==> src/rtl/i2s_pkg.sv <==
// Shared types and helpers for the I2S receive path.
// Optional input synchronizers are selected with I2S_RX_SYNC_EN.
package i2s_pkg;

    typedef enum logic [1:0] {
        ALIGN,
        SHIFT,
        HOLD
    } i2s_rx_state_t;

    localparam logic I2S_CH_LEFT  = 1'b0;
    localparam logic I2S_CH_RIGHT = 1'b1;

    function automatic int bitcnt_w(input int size);
        return $clog2(size + 1);
    endfunction

endpackage

==> src/rtl/sync_edge_det.sv <==
// Optional 2-flop synchronizer plus rising-edge detector.
// Synchronizer present only when I2S_RX_SYNC_EN is defined.
module sync_edge_det (
    input  logic clk,
    input  logic rst,
    input  logic din,
    output logic level,
    output logic rise
);

`ifdef I2S_RX_SYNC_EN
    logic [1:0] sync_q;
    logic [1:0] sync_d;

    always_comb begin
        sync_d = {sync_q[0], din};
    end

    always_ff @(posedge clk) begin
        if (rst) begin
            sync_q <= '0;
        end else begin
            sync_q <= sync_d;
        end
    end

    assign level = sync_q[1];
`else
    assign level = din;
`endif

    logic hist_q;
    logic hist_d;

    always_comb begin
        hist_d = level;
    end

    always_ff @(posedge clk) begin
        if (rst) begin
            hist_q <= 1'b0;
        end else begin
            hist_q <= hist_d;
        end
    end

    assign rise = level & ~hist_q;

endmodule

==> src/rtl/i2s_rx_deser.sv <==
// I2S serial-to-parallel receiver with valid/frame_err strobes.
// Define I2S_RX_SYNC_EN to insert 2-flop pin synchronizers.
module i2s_rx_deser
    import i2s_pkg::*;
#(
    parameter int size = 16
) (
    input  logic            clk,
    input  logic            rst,
    input  logic            i2s_bclk,
    input  logic            i2s_lrclk,
    input  logic            i2s_sdata,
    output logic [size-1:0] data,
    output logic            valid,
    output logic            channel,
    output logic            frame_err
);

    localparam int CW = bitcnt_w(size);

    logic lr_s;
    logic sd_s;

`ifdef I2S_RX_SYNC_EN
    logic [1:0] lr_sync_q, lr_sync_d;
    logic [1:0] sd_sync_q, sd_sync_d;

    always_comb begin
        lr_sync_d = {lr_sync_q[0], i2s_lrclk};
        sd_sync_d = {sd_sync_q[0], i2s_sdata};
    end

    always_ff @(posedge clk) begin
        if (rst) begin
            lr_sync_q <= '0;
            sd_sync_q <= '0;
        end else begin
            lr_sync_q <= lr_sync_d;
            sd_sync_q <= sd_sync_d;
        end
    end

    assign lr_s = lr_sync_q[1];
    assign sd_s = sd_sync_q[1];
`else
    assign lr_s = i2s_lrclk;
    assign sd_s = i2s_sdata;
`endif

    logic bclk_lvl;
    logic bclk_rise;

    sync_edge_det u_bclk (
        .clk   (clk),
        .rst   (rst),
        .din   (i2s_bclk),
        .level (bclk_lvl),
        .rise  (bclk_rise)
    );

    i2s_rx_state_t   state_q, state_d;
    logic            lr_prev_q, lr_prev_d;
    logic            cur_ch_q, cur_ch_d;
    logic [size-1:0] shreg_q, shreg_d;
    logic [CW-1:0]   bitcnt_q, bitcnt_d;
    logic [size-1:0] data_q, data_d;
    logic            valid_q, valid_d;
    logic            channel_q, channel_d;
    logic            ferr_q, ferr_d;

    logic            step;
    logic            boundary;
    logic [size-1:0] shift_val;
    logic [CW-1:0]   cnt_inc;

    assign step      = bclk_rise & bclk_lvl;
    assign boundary  = step & (lr_s != lr_prev_q);
    assign shift_val = {shreg_q[size-2:0], sd_s};
    assign cnt_inc   = bitcnt_q + CW'(1);

    always_comb begin
        state_d   = state_q;
        lr_prev_d = lr_prev_q;
        cur_ch_d  = cur_ch_q;
        shreg_d   = shreg_q;
        bitcnt_d  = bitcnt_q;
        data_d    = data_q;
        channel_d = channel_q;
        valid_d   = 1'b0;
        ferr_d    = 1'b0;

        if (step) begin
            lr_prev_d = lr_s;
            unique case (state_q)
                ALIGN: begin
                    if (boundary) begin
                        cur_ch_d = lr_s;
                        bitcnt_d = '0;
                        state_d  = SHIFT;
                    end
                end
                SHIFT: begin
                    shreg_d  = shift_val;
                    bitcnt_d = cnt_inc;
                    if (cnt_inc == CW'(size)) begin
                        data_d    = shift_val;
                        channel_d = cur_ch_q;
                        valid_d   = 1'b1;
                        state_d   = HOLD;
                    end else if (boundary) begin
                        ferr_d = 1'b1;
                    end
                    // boundary overrides the HOLD transition of an exact-size slot
                    if (boundary) begin
                        shreg_d  = '0;
                        bitcnt_d = '0;
                        cur_ch_d = lr_s;
                        state_d  = SHIFT;
                    end
                end
                HOLD: begin
                    if (boundary) begin
                        shreg_d  = '0;
                        bitcnt_d = '0;
                        cur_ch_d = lr_s;
                        state_d  = SHIFT;
                    end
                end
                default: begin
                    state_d = ALIGN;
                end
            endcase
        end
    end

    always_ff @(posedge clk) begin
        if (rst) begin
            state_q   <= ALIGN;
            lr_prev_q <= 1'b0;
            cur_ch_q  <= I2S_CH_LEFT;
            shreg_q   <= '0;
            bitcnt_q  <= '0;
            data_q    <= '0;
            valid_q   <= 1'b0;
            channel_q <= I2S_CH_LEFT;
            ferr_q    <= 1'b0;
        end else begin
            state_q   <= state_d;
            lr_prev_q <= lr_prev_d;
            cur_ch_q  <= cur_ch_d;
            shreg_q   <= shreg_d;
            bitcnt_q  <= bitcnt_d;
            data_q    <= data_d;
            valid_q   <= valid_d;
            channel_q <= channel_d;
            ferr_q    <= ferr_d;
        end
    end

    assign data      = data_q;
    assign valid     = valid_q;
    assign channel   = channel_q;
    assign frame_err = ferr_q;

endmodule

==> config.mk <==
export PLATFORM = sky130hd
export DESIGN_NAME = i2s_rx_deser
export DESIGN_NICKNAME = d
export VERILOG_FILES = /design/src/rtl/i2s_pkg.sv /design/src/rtl/sync_edge_det.sv /design/src/rtl/i2s_rx_deser.sv
export SDC_FILE = /design/constraint.sdc
export NUM_CORES = 1
export LEC_CHECK = 0
export BUFFER_PORTS_ARGS = -buffer_cell sky130_fd_sc_hd__buf_2
export CORE_ASPECT_RATIO = 0.7
export CORE_MARGIN = 1
export CORE_UTILIZATION = 56
export DETAILED_ROUTE_END_ITERATION = 6
export PLACE_DENSITY = 0.89
export SYNTH_ARGS = -nofsm -noshare
export SYNTH_HDL_FRONTEND = slang
export SYNTH_SLANG_ARGS = --single-unit
==> constraint.sdc <==
create_clock -name clk -period 1.9 [get_ports clk]
set_input_delay 0.57 -clock clk [delete_from_list [all_inputs] [get_ports clk]]
set_output_delay 0.57 -clock clk [all_outputs]
set_load 0.03 [all_outputs]
## Word level (Yosys, flattened, before mapping)

Cells that the tools add are included.

- $add $sub $neg: 1
- Eq/ne operators: 7
- Multiplexer cells: 12
- Bitwise logic cells: 6
- Reduce and logical (&&, ||, !) cells: 12

Operators with widths:

| operator | count |
|---|---|
| $mux W15 | 2 |
| $pmux W15 S2 | 1 |
| $reduce_and A3 Y1 | 5 |
| $mux W5 | 2 |
| $pmux W5 S2 | 1 |
| $mux W2 | 3 |
| $reduce_or A3 Y1 | 2 |
| $add A5 B1 Y5 const B | 1 |
| $eq A5 B5 Y1 const B | 1 |
| $pmux W2 S2 | 1 |
| $reduce_bool A2 Y1 | 2 |
| $reduce_or A4 Y1 | 1 |
| $and A1 B1 Y1 | 3 |
| $ne A3 B3 Y1 const B | 1 |
| $not A1 Y1 | 3 |
| $eq A2 B1 Y1 const B | 1 |
| $eq A2 B2 Y1 const B | 1 |
| $logic_not A2 Y1 | 1 |
| $mux W1 | 2 |
| $ne A2 B1 Y1 const B | 1 |
| $ne A2 B2 Y1 const B | 1 |
| $reduce_or A2 Y1 | 1 |
| $ne A1 B1 Y1 | 1 |

- Register bits: 44
- Input port bits: 5
- Logic and storage cells: 48

## Logic depth before layout (Yosys ltp)

- Word-level depth: 6
- Gate-level depth with buffers: 6
- Depth with buffers taken out: 4

## Hierarchy

Synthesis repeated with hierarchy kept, for this count alone.

- Cell total of the unflattened synthesis: 195
- Area, all modules: 1893.1 um2

Modules (own cells, without submodules):

| module | times used | cells each | area each (um2) | sequential area each (um2) |
|---|---|---|---|---|
| i2s_rx_deser | 1 | 191 | 1838.0 | 860.8 |
| sync_edge_det | 1 | 4 | 55.1 | 20.0 |

## Worst setup path before layout

OpenSTA, ideal clock, no wires.

- Kind: in2reg
- Start: in i2s_bclk
- End: reg shreg_q[6]
- Arrival: 1.464 ns
- Slack: 0.308 ns
- Cell stages on the path: 6
- Cells stage by stage: nor2b_1 buf_2 nand4b_1 buf_2 a32oi_1 nor2_1

- Longest elaborated chain between the ends: 5
- Elaborated cells between the ends (all ways): 7
- Classes of those cells: 1 x eq/ne; 2 x mux; 3 x bitwise; 1 x reduce/logical

RTL lines:

| what | line | source |
|---|---|---|
| start: declaration | i2s_rx_deser.sv:10 | `input logic i2s_bclk,` |
| $and A1 B1 Y1 | sync_edge_det.sv:47 | `assign rise = level & ~hist_q;` |
| $and A1 B1 Y1 (*) | i2s_rx_deser.sv:76 | `assign step = bclk_rise & bclk_lvl;` |
| $and A1 B1 Y1 | i2s_rx_deser.sv:77 | `assign boundary = step & (lr_s != lr_prev_q);` |
| $mux W15 / $ne A2 B2 Y1 (equally long branches) | - |  |
| $pmux W15 S2 / $reduce_and A3 Y1 (equally long branches) | - |  |
| end signal: assignment | i2s_rx_deser.sv:151 | `shreg_q <= shreg_d;` |
| end: declaration | i2s_rx_deser.sv:64 | `logic [size-1:0] shreg_q, shreg_d;` |

Mark *: on every way between the ends. The rest lies on a longest branch, timed or not.
A chain may end at the register's enable or synchronous reset.

## Final worst setup path

- Start: reg state_q[0]
- End: reg shreg_q[3]

- Longest elaborated chain between the ends: 3
- Elaborated cells between the ends (all ways): 6
- Classes of those cells: 3 x eq/ne; 1 x mux; 2 x reduce/logical

RTL lines:

| what | line | source |
|---|---|---|
| start: declaration | i2s_rx_deser.sv:61 | `i2s_rx_state_t state_q, state_d;` |
| start signal: assignment | i2s_rx_deser.sv:148 | `state_q <= state_d;` |
| $eq A2 B2 Y1 / $eq A2 B1 Y1 (equally long branches) | i2s_rx_deser.sv:94 | `unique case (state_q)` |
| $ne A2 B2 Y1 (no source line) / $reduce_bool A2 Y1 (equally long branches) | - |  |
| $reduce_and A3 Y1 (no source line) | - |  |

Parallel ways exist; a longest one is shown, timed or not.

==> results.yml <==
cells_and_area:
  finalNonFillerCells: 253
  diodes: 0
  final_util_pct: 67.7
  fillerInstances: 257
  fin_nets: 220
  multi_input_area_sq_um: 896
  regArea_sq_um: 881
  fin_area_sq_um: 2130
  final_layout_size_suffix_gt1_share_pct: 19.1
  area_growth_pct: 14.8
synth:
  seq_area_frac_synth_pct: 47.4
  syn-mean-instance-area_sq_um: 9.77
  netlist-cell-type-count: 36
  async_flop_share_pct: 0
  yosysMostFrequentCell: "dfxtp_1"
  synth_cells: 190
  synth_warnings: 0
  synth_top_area_share_pct: 47.4
  syn-cell-area_sq_um: 1860
  yosysTopAreaCell: "dfxtp_1"
  synth_nets: 196
  synth_edf_count: 0
  synth_common_cells: "44 x dfxtp_1, 34 x nand2b_1, 20 x nor2_1"
  netlist_top_cells_area: "dfxtp_1 47%, nand2b_1 11%, mux2i_1 10%"
  ys.flop_type: "dfxtp_1"
  synth_seq_cells: 44
pwr:
  power_density_nw_per_um2: 802
  power_leakage_nw: 0.779
  max-vdd-ir-drop_uv: 494
  total_power_mw: 1.71
placed_design:
  place.port_buffers: 23
  post-place-ws_ns: 0.136
  hpwlAfterDp_mm: 2.22
  postPlaceCellArea_sq_um: 2020
  dp_cells: 245
  gp_congestion: 0.793
floorplanning:
  design.portCount: 24
  start_util_pct: 59.0
  num_rows: 17
  die_y_um: 50.2
  dieArea_sq_um: 3550
  core_sq_um: 3150
  die_w_um: 70.8
clocking:
  clock_latency_ns: 0.29
  cts_tree: "done"
  cts_max_path_buffers: 2
  clkTransAtPathRegs_ns: 0.08
  cts_resized: 0
  cts_inserted_buffers: 5
  clockRootBuffer: "clkbuf_8"
  cts_num_sinks: 44
  cts_setup_buffers: 0
  cts_hold_buf: 0
  cts.htree.levels: 2
global_route:
  antenna_found_initial: 0
  grt_pass1_wl_mm: 5.49
  grt_pass1_vias: 1288
  grt_max_degree: 62
  grt.total_usage_pct: 19.9
  grt_overflow: 0
critical_path:
  rr_worst_depth: 6
  path_delay_family: "simple AND/OR/NAND/NOR gates"
  critPathLaunchType: "flip-flop"
  crit_slowest_cell: "dfxtp_1"
  cp-endpoint: "shreg_q[3]"
  r2r_start: "state_q[0]"
  crit_type: "flip-flop to flip-flop"
  worstPathArrival_ns: 1.77
  r2r_slack_ns: 0.36
  r2r-end: "shreg_q[3]"
  crit_top_cell: "buf_4"
  crit_chain: "nand4bb_1, buf_4, nor2_4, buf_4, a32oi_1, nor2_1"
  critical_path_depth: 6
  cp-end-kind: "flip-flop"
  cp_max_fo: 15
  required_ns: 2.13
  startpoint: "state_q[0]"
  worst-path-buf-inv: 2
  max_stage_delay_ns: 0.43
route:
  vias: 1446
  drt_iter0_drc: 110
  dr.pass1.iters: 6
  wl_per_cell_um: 13.3
  drcViolationCount: 0
  detail-route-antenna-nets: 0
  finalWirelength_mm: 3.37
  via_per_inst: 5.72
sta:
  skew_ns: 0.00474
  max_slew_margin_pct: 78.1
  drv_slew: 0
  hold_viol: 0
  whs_ns: 0.471
  min_period_ns: 1.54
  finalCritPeriodShare_pct: 81.2
  max_freq_ghz: 0.648
  finalSetupViolations: 0
  worstMarginPinSlew_ns: 0.328
  post-route-worst-setup-slack_ns: 0.357
  rsz0062_at_grt: "false"
  setup_tns_ns: 0
status:
  outcome: "completed"
flow_run:
  maxCapViolations: 0
hold_path:
  hold_path.class: "flip-flop to flip-flop"
flip-flops by register name, indices dropped and copies added (netlist names):
signal         cells
bitcnt_q           5
channel            1
cur_ch_q           1
data              16
frame_err          1
lr_prev_q          1
shreg_q           15
state_q            2
u_bclk.hist_q      1
valid              1
worst min path at each step:
stage | startpoint | end | slack, ns | cells after the start
floorplan | cur_ch_q | channel | 0.45 | 2
global placement | data[0] | data[0] | 0.46 | 2
detailed placement | data[6] | data[6] | 0.46 | 2
CTS | data[6] | data[6] | 0.48 | 2
global route | data[5] | data[5] | 0.50 | 2
finish | data[10] | data[10] | 0.47 | 2
area by class of cell:
class | instances | area share (%)
well taps | 38 | 2.23
clock inverters | 2 | 1.64
repair buffers | 31 | 9.39
multi-input cells | 132 | 42.0
clock buffers | 6 | 3.40
flip-flops and latches | 44 | 41.3
worst min-delay path, stage by stage (launching register included):
cell and delay, ns:
dfxtp_1 0.31, nand2b_1 0.06, mux2i_1 0.06
placed cells by master (no fill, tap or decap), types with 2 or more instances in the layout:
cell type  instances
buf_12             2
nor3_1             2
clkbuf_8           5
nand2_1            8
a32oi_1           15
dfxtp_1           44
nor2b_1            3
nor2_1            20
mux2i_1           19
nand3_1            5
buf_2             23
buf_4              6
a21oi_1            5
nand2b_1          34
cell families after synthesis:
family,after synthesis,synth area share [%]
AND/OR/NAND/NOR,84,25.7
flip-flops,44,47.4
AO/OA/AOI/OAI,27,11.1
multiplexers,19,10.2
buffers and inverters,14,4.31
XOR/XNOR,1,0.472
adder cells (fa/ha/maj),1,0.674
report_power, final:
part	leakage [nW]	internal (mW)	switching, mW
combinational	0.369	0.0370	0.0483
sequential	0.355	0.927	0.00593
clock	0.0552	0.390	0.302
total	0.779	1.35	0.356
per-layer routing:
metal  vias up  track usage, %  part of all wire, %  wire, um
li1        712               -                    -         -
met2        34            32.1                   47      1590
met4         0            8.33                  1.5        50
met3         5            4.82                  3.8       129
met5         -               0                    0         0
met1       695            25.7                   48      1610
Note: power is estimated with default switching activity, not from simulation.
